### src/rtl/cr_kme_fifo_wr_packer_if.sv
// Stream + FIFO-write bundle for the KME write-side packer.
// master: word source / FIFO side. slave: the packer itself.
interface cr_kme_fifo_wr_packer_if #(
  parameter int IN_W  = 32,
  parameter int OUT_W = 128
);
  logic             in_valid;
  logic [IN_W-1:0]  in_data;
  logic             in_last;
  logic             in_ready;
  logic [OUT_W-1:0] fifo_in;
  logic             fifo_in_valid;
  logic             fifo_in_stall;

  modport master (
    output in_valid, in_data, in_last, fifo_in_stall,
    input  in_ready, fifo_in, fifo_in_valid
  );

  modport slave (
    input  in_valid, in_data, in_last, fifo_in_stall,
    output in_ready, fifo_in, fifo_in_valid
  );
endinterface

### src/rtl/cr_kme_fifo_wr_packer.sv
// Packs RATIO words of IN_W bits into one OUT_W-bit FIFO entry (lane 0 = LSBs).
// in_last closes an entry early; unfilled lanes are zero. One entry may be
// pending; close and push in the same cycle give full throughput.
// OUT_W must equal IN_W*RATIO; RATIO is a power of two >= 2.
// Optional: define CR_KME_PACKER_STAT_EN to add saturating stall_cnt/pad_cnt.
module cr_kme_fifo_wr_packer #(
  parameter int IN_W  = 32,
  parameter int OUT_W = 128,
  parameter int RATIO = 4
) (
  input  logic                     clk,
  input  logic                     rst,
  cr_kme_fifo_wr_packer_if.slave   bus,
`ifdef CR_KME_PACKER_STAT_EN
  output logic [15:0]              stall_cnt,
  output logic [15:0]              pad_cnt,
`endif
  output logic                     idle
);

  localparam int CW = $clog2(RATIO);

  logic [CW-1:0]    lane_cnt_q, lane_cnt_d;
  logic [OUT_W-1:0] asm_q, asm_d;
  logic [OUT_W-1:0] out_q, out_d;
  logic             out_pend_q, out_pend_d;

  logic             push;
  logic             ready;
  logic             acc;
  logic             close;
  logic             last_lane;
  logic [OUT_W-1:0] merged;

  // Handshake gating, word merge and next-state for the assembly/out registers
  always_comb begin
    push      = out_pend_q & ~bus.fifo_in_stall;
    ready     = ~out_pend_q | push;
    acc       = bus.in_valid & ready;
    last_lane = (lane_cnt_q == CW'(RATIO - 1));
    close     = acc & (last_lane | bus.in_last);

    merged = asm_q;
    for (int k = 0; k < RATIO; k++) begin
      if (lane_cnt_q == CW'(k)) merged[IN_W*k +: IN_W] = bus.in_data;
    end

    lane_cnt_d = lane_cnt_q;
    asm_d      = asm_q;
    out_d      = out_q;
    out_pend_d = out_pend_q;

    if (push) out_pend_d = 1'b0;

    if (close) begin
      out_d      = merged;
      out_pend_d = 1'b1;
      lane_cnt_d = '0;
      asm_d      = '0;
    end else if (acc) begin
      asm_d      = merged;
      lane_cnt_d = lane_cnt_q + CW'(1);
    end
  end

  // Assembly and output register update
  always_ff @(posedge clk) begin
    if (rst) begin
      lane_cnt_q <= '0;
      asm_q      <= '0;
      out_q      <= '0;
      out_pend_q <= 1'b0;
    end else begin
      lane_cnt_q <= lane_cnt_d;
      asm_q      <= asm_d;
      out_q      <= out_d;
      out_pend_q <= out_pend_d;
    end
  end

  assign bus.in_ready      = ready;
  assign bus.fifo_in_valid = push;
  assign bus.fifo_in       = out_q;
  assign idle              = (lane_cnt_q == '0) & ~out_pend_q;

`ifdef CR_KME_PACKER_STAT_EN
  logic [15:0] stall_cnt_q;
  logic [15:0] pad_cnt_q;

  // Saturating counters: stalled-pending cycles and entries closed short by in_last
  always_ff @(posedge clk) begin
    if (rst) begin
      stall_cnt_q <= '0;
      pad_cnt_q   <= '0;
    end else begin
      if (out_pend_q & bus.fifo_in_stall & (stall_cnt_q != 16'hFFFF))
        stall_cnt_q <= stall_cnt_q + 16'd1;
      if (close & ~last_lane & (pad_cnt_q != 16'hFFFF))
        pad_cnt_q <= pad_cnt_q + 16'd1;
    end
  end

  assign stall_cnt = stall_cnt_q;
  assign pad_cnt   = pad_cnt_q;
`endif

endmodule

### src/flat_wrapper.sv
// flat-port wrapper written by rule: the top's interface ports become plain ports
module cr_kme_fifo_wr_packer_flat 
#(
  parameter int IN_W  = 32,
  parameter int OUT_W = 128,
  parameter int RATIO = 4
)
  (clk, rst, idle, bus_in_valid, bus_in_data, bus_in_last, bus_fifo_in_stall, bus_in_ready, bus_fifo_in, bus_fifo_in_valid);
  cr_kme_fifo_wr_packer_if #(.IN_W(IN_W), .OUT_W(OUT_W)) bus_i ();
  input  logic clk;
  input  logic rst;
  output logic idle;
  input wire logic [$bits(bus_i.in_valid)-1:0] bus_in_valid;
  input wire logic [$bits(bus_i.in_data)-1:0] bus_in_data;
  input wire logic [$bits(bus_i.in_last)-1:0] bus_in_last;
  input wire logic [$bits(bus_i.fifo_in_stall)-1:0] bus_fifo_in_stall;
  output wire logic [$bits(bus_i.in_ready)-1:0] bus_in_ready;
  output wire logic [$bits(bus_i.fifo_in)-1:0] bus_fifo_in;
  output wire logic [$bits(bus_i.fifo_in_valid)-1:0] bus_fifo_in_valid;
  assign bus_i.in_valid = bus_in_valid;
  assign bus_i.in_data = bus_in_data;
  assign bus_i.in_last = bus_in_last;
  assign bus_i.fifo_in_stall = bus_fifo_in_stall;
  assign bus_in_ready = bus_i.in_ready;
  assign bus_fifo_in = bus_i.fifo_in;
  assign bus_fifo_in_valid = bus_i.fifo_in_valid;
  cr_kme_fifo_wr_packer #(.IN_W(IN_W), .OUT_W(OUT_W), .RATIO(RATIO)) u_core (.clk(clk), .rst(rst), .bus(bus_i), .idle(idle));
endmodule
### config.mk
export PLATFORM = sky130hd
export DESIGN_NAME = cr_kme_fifo_wr_packer_flat
export DESIGN_NICKNAME = d
export VERILOG_FILES = /design/src/rtl/cr_kme_fifo_wr_packer_if.sv /design/src/rtl/cr_kme_fifo_wr_packer.sv /design/src/flat_wrapper.sv
export SDC_FILE = /design/constraint.sdc
export NUM_CORES = 1
export LEC_CHECK = 0
export CAP_MARGIN = 20
export CORE_ASPECT_RATIO = 1.2
export CORE_MARGIN = 3
export CORE_UTILIZATION = 40
export CTS_CLUSTER_DIAMETER = 50
export DETAILED_ROUTE_END_ITERATION = 16
export PLACE_DENSITY_LB_ADDON = 0.05
export SLEW_MARGIN = 20
export SYNTH_ARGS = -nofsm -noshare
export SYNTH_HDL_FRONTEND = slang
export SYNTH_SLANG_ARGS = --single-unit
### constraint.sdc
create_clock -name clk -period 1.7 [get_ports clk]
set_input_delay 0.255 -clock clk [delete_from_list [all_inputs] [get_ports clk]]
set_output_delay 0.255 -clock clk [all_outputs]
set_load 0.005 [all_outputs]
## Word-level counts from Yosys, hierarchy flattened

Cells that the tools add are included.

| storage, ports and cells | value |
|---|---|
| flip-flop bits (word level) | 259 |
| latch bits | 0 |
| bits in writable memories | 0 |
| memory bits (read-only) | 0 |
| bits of input ports | 37 |
| memories kept | 0 |

| operators by class | value |
|---|---|
| add/subtract/negate cells | 1 |
| multipliers | 0 |
| div/mod/pow operators | 0 |
| order comparisons | 0 |
| eq/ne operators | 3 |
| shift operators | 0 |
| muxes and demuxes | 6 |
| bitwise gates (word level) | 8 |
| reductions and logical operators | 3 |

Operators by type and width:

| kind | count |
|---|---|
| two-way mux 32 bit | 4 |
| bitwise AND 1 bit | 4 |
| == test 2 bit (second input constant) | 2 |
| adder 2 x 1 -> 2 bit (second input constant) | 1 |
| == test 2 x 1 -> 1 bit (second input constant) | 1 |
| zero test 2 bit | 1 |
| two-way mux 1 bit | 2 |
| inverter 1 bit | 2 |
| OR 1 bit | 2 |
| nonzero test 2 bit | 1 |
| OR reduction 2 bit | 1 |

## Longest topological paths before layout

Gate-level depths: netlist (run 1).

| depth | value |
|---|---|
| word-level depth | 6 |
| mapped depth | 8 |
| mapped depth without buffers | 5 |

## Least setup slack after synthesis (run 1)

OpenSTA, ideal clock, no wires.

| timing path | value |
|---|---|
| kind | flip-flop to flip-flop |
| start point | reg u_core.lane_cnt_q[0] |
| end point | reg u_core.asm_q[109] |
| setup time | 0.070 ns |
| arrival time | 1.563 ns |
| data required time | 1.630 ns |
| path slack | 0.068 ns |
| stages on the path, launching flop included | 9 |
| cell sequence | dfxtp_1 -> ha_1 -> or2_1 -> buf_2 -> a21o_1 -> clkbuf_1 -> buf_6 -> buf_6 -> a21oi_1 |

| on the way | value |
|---|---|
| longest elaborated chain between the ends | 4 |

Ends and longest elaborated chain:

| what | RTL line | RTL |
|---|---|---|
| from (decl) | cr_kme_fifo_wr_packer.sv:23 | `logic [CW-1:0] lane_cnt_q, lane_cnt_d;` |
| from (signal assigned) | cr_kme_fifo_wr_packer.sv:74 | `lane_cnt_q <= lane_cnt_d;` |
| == test 2 bit * | cr_kme_fifo_wr_packer.sv:40, cr_kme_fifo_wr_packer.sv:45 |  |
| OR 1 bit | cr_kme_fifo_wr_packer.sv:41 | `close = acc & (last_lane \| bus.in_last);` |
| bitwise AND 1 bit | cr_kme_fifo_wr_packer.sv:41 |  |
| OR reduction 2 bit (no source line) | - |  |
| to (signal assigned) | cr_kme_fifo_wr_packer.sv:75 | `asm_q <= asm_d;` |
| to (decl) | cr_kme_fifo_wr_packer.sv:24 | `logic [OUT_W-1:0] asm_q, asm_d;` |

Mark *: on every way between the ends. The rest lies on a longest branch, timed or not.
A chain may end at the register's enable or synchronous reset.

## Worst setup path in the final report (run 1)

| timing path | value |
|---|---|
| start point | reg u_core.lane_cnt_q[0] |
| end point | out idle |

| on the way | value |
|---|---|
| longest elaborated chain between the ends | 2 |

Ends and longest elaborated chain:

| what | RTL line | RTL |
|---|---|---|
| zero test 2 bit | cr_kme_fifo_wr_packer.sv:84 | `assign idle = (lane_cnt_q == '0) & ~out_pend_q;` |
| bitwise AND 1 bit | cr_kme_fifo_wr_packer.sv:84 |  |
| to (decl) | flat_wrapper.sv:12 | `output logic idle;` |

No other way between the ends.

==> results.txt, run 1 <==
Initial Util: 41.0%
Synth Area in XOR/XNOR: 0%
Multi-input gate area: 5450 µm²
dpl hpwl: 21700 µm
CTS tree: built
GRT Residual Overflow: 0
Cell Pwr Density: 994 nW/µm²
drt drc: 0
Post-Syn Area: 11300 µm²
CP Class: reg -> out
sequential power share: 43.7%
Iteration-0 DRC Markers: 687
#FFs+latches synth: 259
setup_tns: 0 ps
wire length per cell: 20.1 µm
share of post-route cells with drive strength above 1: 22.9%
number of global-route vias before repair: 9187
Worst Hold Margin: 203 ps
Fin. Hold Viols: 0
Sink Count: 259
mux contribution to synthesized area: 11.4%
die height: 190 µm
Tot Pwr: 14.9 mW
sw frac: 26.0%
Distinct cells, synth: 23
sequential area share after synthesis: 46.1%
cts bufs inserted: 28
Final Util: 54.7%
first-pass iteration count of the detailed router: 5
Slew Limit Fails: 0
largest net degree at the start of global routing: 49
H-tree depth: 1
RePlAce Congestion: 0.758
net switching power: 3.88 mW
Slew @ Worst Pin: 453 ps
port bufs: 167
post-route cell area: 15000 µm²
Logic pwr share: 16.0%
Synthesis Warnings: 0
Simple-Gate Fraction of Synth Area: 6.28%
crit-path max FO: 3
worst min path class: in -> reg
Post-Syn Instances: 1167
Adder-Cell Fraction of Synth Area: 0.445%
Post-Route Skew: 12.1 ps
FF/Latch Area: 5230 µm²
Std-Cell Rows: 66
syn_area_per_cell: 9.64 µm²
Ant. Diodes: 0
core area: 27400 µm²
Final period util: 98.5%
Vias: 9476
maxcap violations: 0
Startpoint Class: register
status: completed
syn nets: 1208
Peak VDD IR: 0.644 mV
leak pwr: 5.13 nW
Root Buffer: clkbuf_16
worst skew pair latency: 540 ps
Fillers: 2551
Chip Width: 159 µm
largest family of logic cells by synthesized area: compound AO/OA/AOI/OAI gates
all-layer global routing usage: 21.6%
Max transition margin: 69.8%
initial antenna violation count: 0
Area after DPL: 13900 µm²
Crit. End Element: output pin
flop2flop setup slack: 40 ps
Pint: 11.0 mW
clock tree buffer depth: 3
Synth Area in Compound Gates: 29.2%
Worst-path clk slew: 60 ps
Area Overhead vs Synth: 33.3%
unrepaired setup endpoints after global routing: true
critical path required time: 1440 ps
CP Data Arrival Time: 1420 ps
count of final setup violators: 0
final wirelength: 34400 µm
clock power share: 40.3%
Antenna Violating Nets Remaining: 0
via/cell ratio: 5.54
first-pass GRT wire length: 53600 µm
Die Area: 30200 µm²
number of I/O pins: 168
min cycle time layout: 1670 ps
Fmax: 0.597 GHz
nets: 1362
[power by group through the flow]
stage / clock network [mW] / registers, mW / logic (mW)
after detailed placement: 0 / 6.64 / 2.36
after floorplan: 0 / 6.61 / 1.22
after CTS: 6.13 / 6.51 / 2.37
final: 6.02 / 6.51 / 2.38
after global placement: 0 / 6.64 / 2.34
after global routing: 6.40 / 6.54 / 2.57
[through the flow]
stage / instances / setup WS, ps
after global placement: 1657 / -150
after floorplan: 1167 / 67.7
after detailed placement: 1657 / -119
after CTS: 1708 / 6.14
final: 1711 / 25.7
after global routing: 1711 / -44.2
[metal layers]
layer,GRT usage [%],share of wire (%),up-vias
met3,2.77,4.2,34
met5,0,0,-
met1,32.4,49,4648
met2,33.5,45,217
li1,-,-,4577
met4,4.58,1.4,0
[area by class of cell]
| cell class | count | area share (%) |
|---|---|---|
| clock inverters | 7 | 0.592 |
| inverters | 6 | 0.175 |
| repair buffers | 271 | 19.6 |
| well taps | 374 | 3.12 |
| multi-input cells | 755 | 36.3 |
| flip-flops and latches | 259 | 34.9 |
| clock buffers | 39 | 5.35 |
[state kept, by name, indices dropped and copies added (netlist names)]
signal              count
u_core.asm_q          128
u_core.bus.fifo_in    128
u_core.lane_cnt_q       2
u_core.out_pend_q       1
[synth_stat cells (all sizes together)]
master / n / area [µm²]
a21boi: 1 / 7.51
a21oi: 243 / 1250
mux2i: 128 / 1280
clkbuf: 70 / 263
dfxtp: 259 / 5180
nand3: 111 / 556
and2: 18 / 113
a21bo: 1 / 10.0
nor2b: 1 / 6.26
nor2: 1 / 3.75
nand2: 6 / 22.5
ha: 4 / 50.1
inv: 6 / 22.5
or2: 1 / 6.26
a21o: 1 / 7.51
o21ai: 111 / 556
buf: 77 / 454
a211oi: 128 / 1460
[logic make-up after synthesis]
logic type	count (synthesis)
adder cells (fa/ha/maj)	4
flip-flops	259
buffers and inverters	153
AO/OA/AOI/OAI	485
AND/OR/NAND/NOR	138
multiplexers	128
[critical path, stage by stage (launching register included)]
cell and delay [ps]:
dfxtp_2 380, inv_2 60, ha_4 160, inv_1 100, nor2_4 50, buf_2 120
[timing repair]
action / CTS / global route
setup endpoints to repair: 39 / 58
gates cloned: 0 / 2
buffers inserted: 5 / 1
hold buffers: 0 / 0
gates resized for setup: 37 / 33
pin swaps: 2 / 2
[worst paths after layout]
| kind | to | depth (start not counted) | startpoint |
|---|---|---|---|
| hold reg to reg | u_core.asm_q[96] | 1 | u_core.asm_q[96] |
| setup reg to reg | u_core.lane_cnt_q[1] | 6 | u_core.lane_cnt_q[0] |
| hold / removal | u_core.out_pend_q | 3 | rst |
| setup / recovery | idle | 5 | u_core.lane_cnt_q[0] |
[cell usage in the layout (no fill, tap or decap), types with 2 or more instances in the layout]
cell type,count
a21oi_1,230
dfxtp_1,228
clkdlybuf4s50_1,149
mux2i_1,128
nand3_1,111
o21ai_0,110
a211oi_2,103
buf_4,65
buf_12,35
clkbuf_16,31
dfxtp_2,29
a211oi_1,25
and2_1,17
a21oi_2,13
dlygate4sd2_1,8
dlymetal6s2s_1,8
nand2_1,6
clkbuf_1,6
ha_4,4
clkinv_2,4
clkbuf_8,4
inv_1,3
buf_6,3
inv_2,2
bufinv_16,2
dfxtp_4,2
(Power assumes the default switching activity.)
==> run 2, diff against run 1 <==
- SLEW_MARGIN: 20 -> 25
==> results of run 2 <==
No change in the layout: final DEF, timing and power equal those of run 1.
==> run 3, diff against run 2 <==
- CORE_ASPECT_RATIO: 1.2 -> 1.25
==> run 3 against run 2 <==
  * Power is 1.9% higher
  * Via count fell by 0.78%
  * Critical endpoint unchanged
  * Setup slack got worse by 19 ps
==> results.txt, run 3 (synthesized netlist as in run 1, its figures left out) <==
status: completed
final setup margin: 6.40 ps
Iteration-0 DRC Markers: 649
drt drc: 0
flop2flop setup slack: 50 ps
CP Data Arrival Time: 1440 ps
Area Overhead vs Synth: 32.8%
Worst-path clk slew: 70 ps
Std-Cell Rows: 68
Tot Pwr: 15.2 mW
WHS Path Cells: 3
Ant. Diodes: 0
Fillers: 2510
RePlAce Congestion: 0.737
Cell Pwr Density: 1020 nW/µm²
leak pwr: 5.28 nW
fin cells: 1683
unrepaired setup endpoints after global routing: true
share of post-route cells with drive strength above 1: 22.1%
worst skew pair latency: 540 ps
Worst Hold Margin: 178 ps
Max transition margin: 64.2%
post-route cell area: 14900 µm²
clock tree buffer depth: 3
setup_tns: 0 ps
first-pass iteration count of the detailed router: 5
crit-path max FO: 4
die height: 194 µm
Worst Reg-to-Reg Cells: 5
Vias: 9402
CP Cell Sequence: inv_2, ha_4, inv_1, nor2_4, buf_2
pre-CTS setup slack: -228 ps
wire length per cell: 21.2 µm
largest net degree at the start of global routing: 86
CP Class: reg -> out
Startpoint Class: register
cts bufs inserted: 29
Root Buffer: clkbuf_16
number of global-route vias before repair: 9241
dpl hpwl: 22200 µm
first-pass GRT wire length: 54700 µm
CP max-delay cell: dfxtp_4
most frequent cells in the layout: a21oi_1 (235), dfxtp_1 (232), clkdlybuf4s50_1 (132), mux2i_1 (128)
Post-Route Skew: 10.2 ps
port bufs: 167
Sink Count: 259
Final period util: 99.6%
Initial Util: 40.7%
Antenna Violating Nets Remaining: 0
H-tree depth: 1
CTS tree: built
count of final setup violators: 0
via/cell ratio: 5.59
Fmax: 0.590 GHz
Slew Limit Fails: 0
Crit. End Element: output pin
nets: 1353
Chip Width: 156 µm
number of I/O pins: 168
placed cells: 1622
initial antenna violation count: 0
min cycle time layout: 1690 ps
final wirelength: 35800 µm
Fin. Hold Viols: 0
worst min path class: in -> reg
Die Area: 30200 µm²
Area after DPL: 13700 µm²
critical path required time: 1440 ps
maxcap violations: 0
all-layer global routing usage: 22.3%
GRT Residual Overflow: 0
Peak VDD IR: 0.668 mV
Final Util: 54.0%
Largest stage delay, worst path: 360 ps
Slew @ Worst Pin: 537 ps
core area: 27700 µm²
most common library cell in the layout ignoring fill and taps: a21oi_1
==> run 3: cell types whose count changed in the layout (fill, tap and decap cells not counted), moves of 3 or more <==
cell and change:
clkbuf_1 -4, a21oi_1 +5, buf_12 -7, dlymetal6s2s_1 +10, dfxtp_1 +4, clkdlybuf4s50_1 -17, a21oi_2 -5, dfxtp_2 -4
clkbuf_16 +3, dlygate4sd2_1 +7, clkinvlp_4 +6, buf_4 -8
==> run 3: worst max-delay path: cells and delay by family (launching register included) <==
kind / cells / cell delay [ps]
adder cells (fa/ha/maj): 1 / 130
buffers and inverters: 3 / 280
flip-flops: 1 / 360
AND/OR/NAND/NOR: 1 / 140
==> run 3: per-layer routing <==
layer  vias to the layer above  GRT usage (%)  wire, µm
met1                      4577           30.7     16300
met4                         0           6.22       906
met3                        43           3.51      1570
met5                         -              0         0
li1                       4567              -         -
met2                       215           36.1     17000
==> run 3: layout make-up <==
type	count	area (µm²)	area share, %
sequential	259	5220	35.0
timing repair buffer	260	2880	19.3
tap	350	438	2.93
clock inverter	15	154	1.03
inverter	6	22.5	0.151
clock buffer	37	816	5.46
multi-input combinational	756	5410	36.2
==> run 3: worst paths after layout <==
kind,startpoint,to
setup / recovery,u_core.lane_cnt_q[1],idle
hold reg to reg,u_core.asm_q[105],u_core.asm_q[105]
hold / removal,rst,u_core.bus.fifo_in[111]
setup reg to reg,u_core.lane_cnt_q[0],u_core.bus.fifo_in[123]
==> run 3: repair_timing <==
| item | CTS | global route |
|---|---|---|
| endpoints found under the setup margin | 36 | 112 |
| pin swaps | 0 | 3 |
| cloned | 0 | 6 |
| setup buffers | 2 | 1 |
| hold buffers | 0 | 0 |
| resized for setup | 45 | 32 |
==> run 3: power by group <==
group	internal, mW	switching, mW	total, mW
clock	3.71	2.62	6.32
combinational	1.08	1.28	2.37
sequential	6.35	0.162	6.51
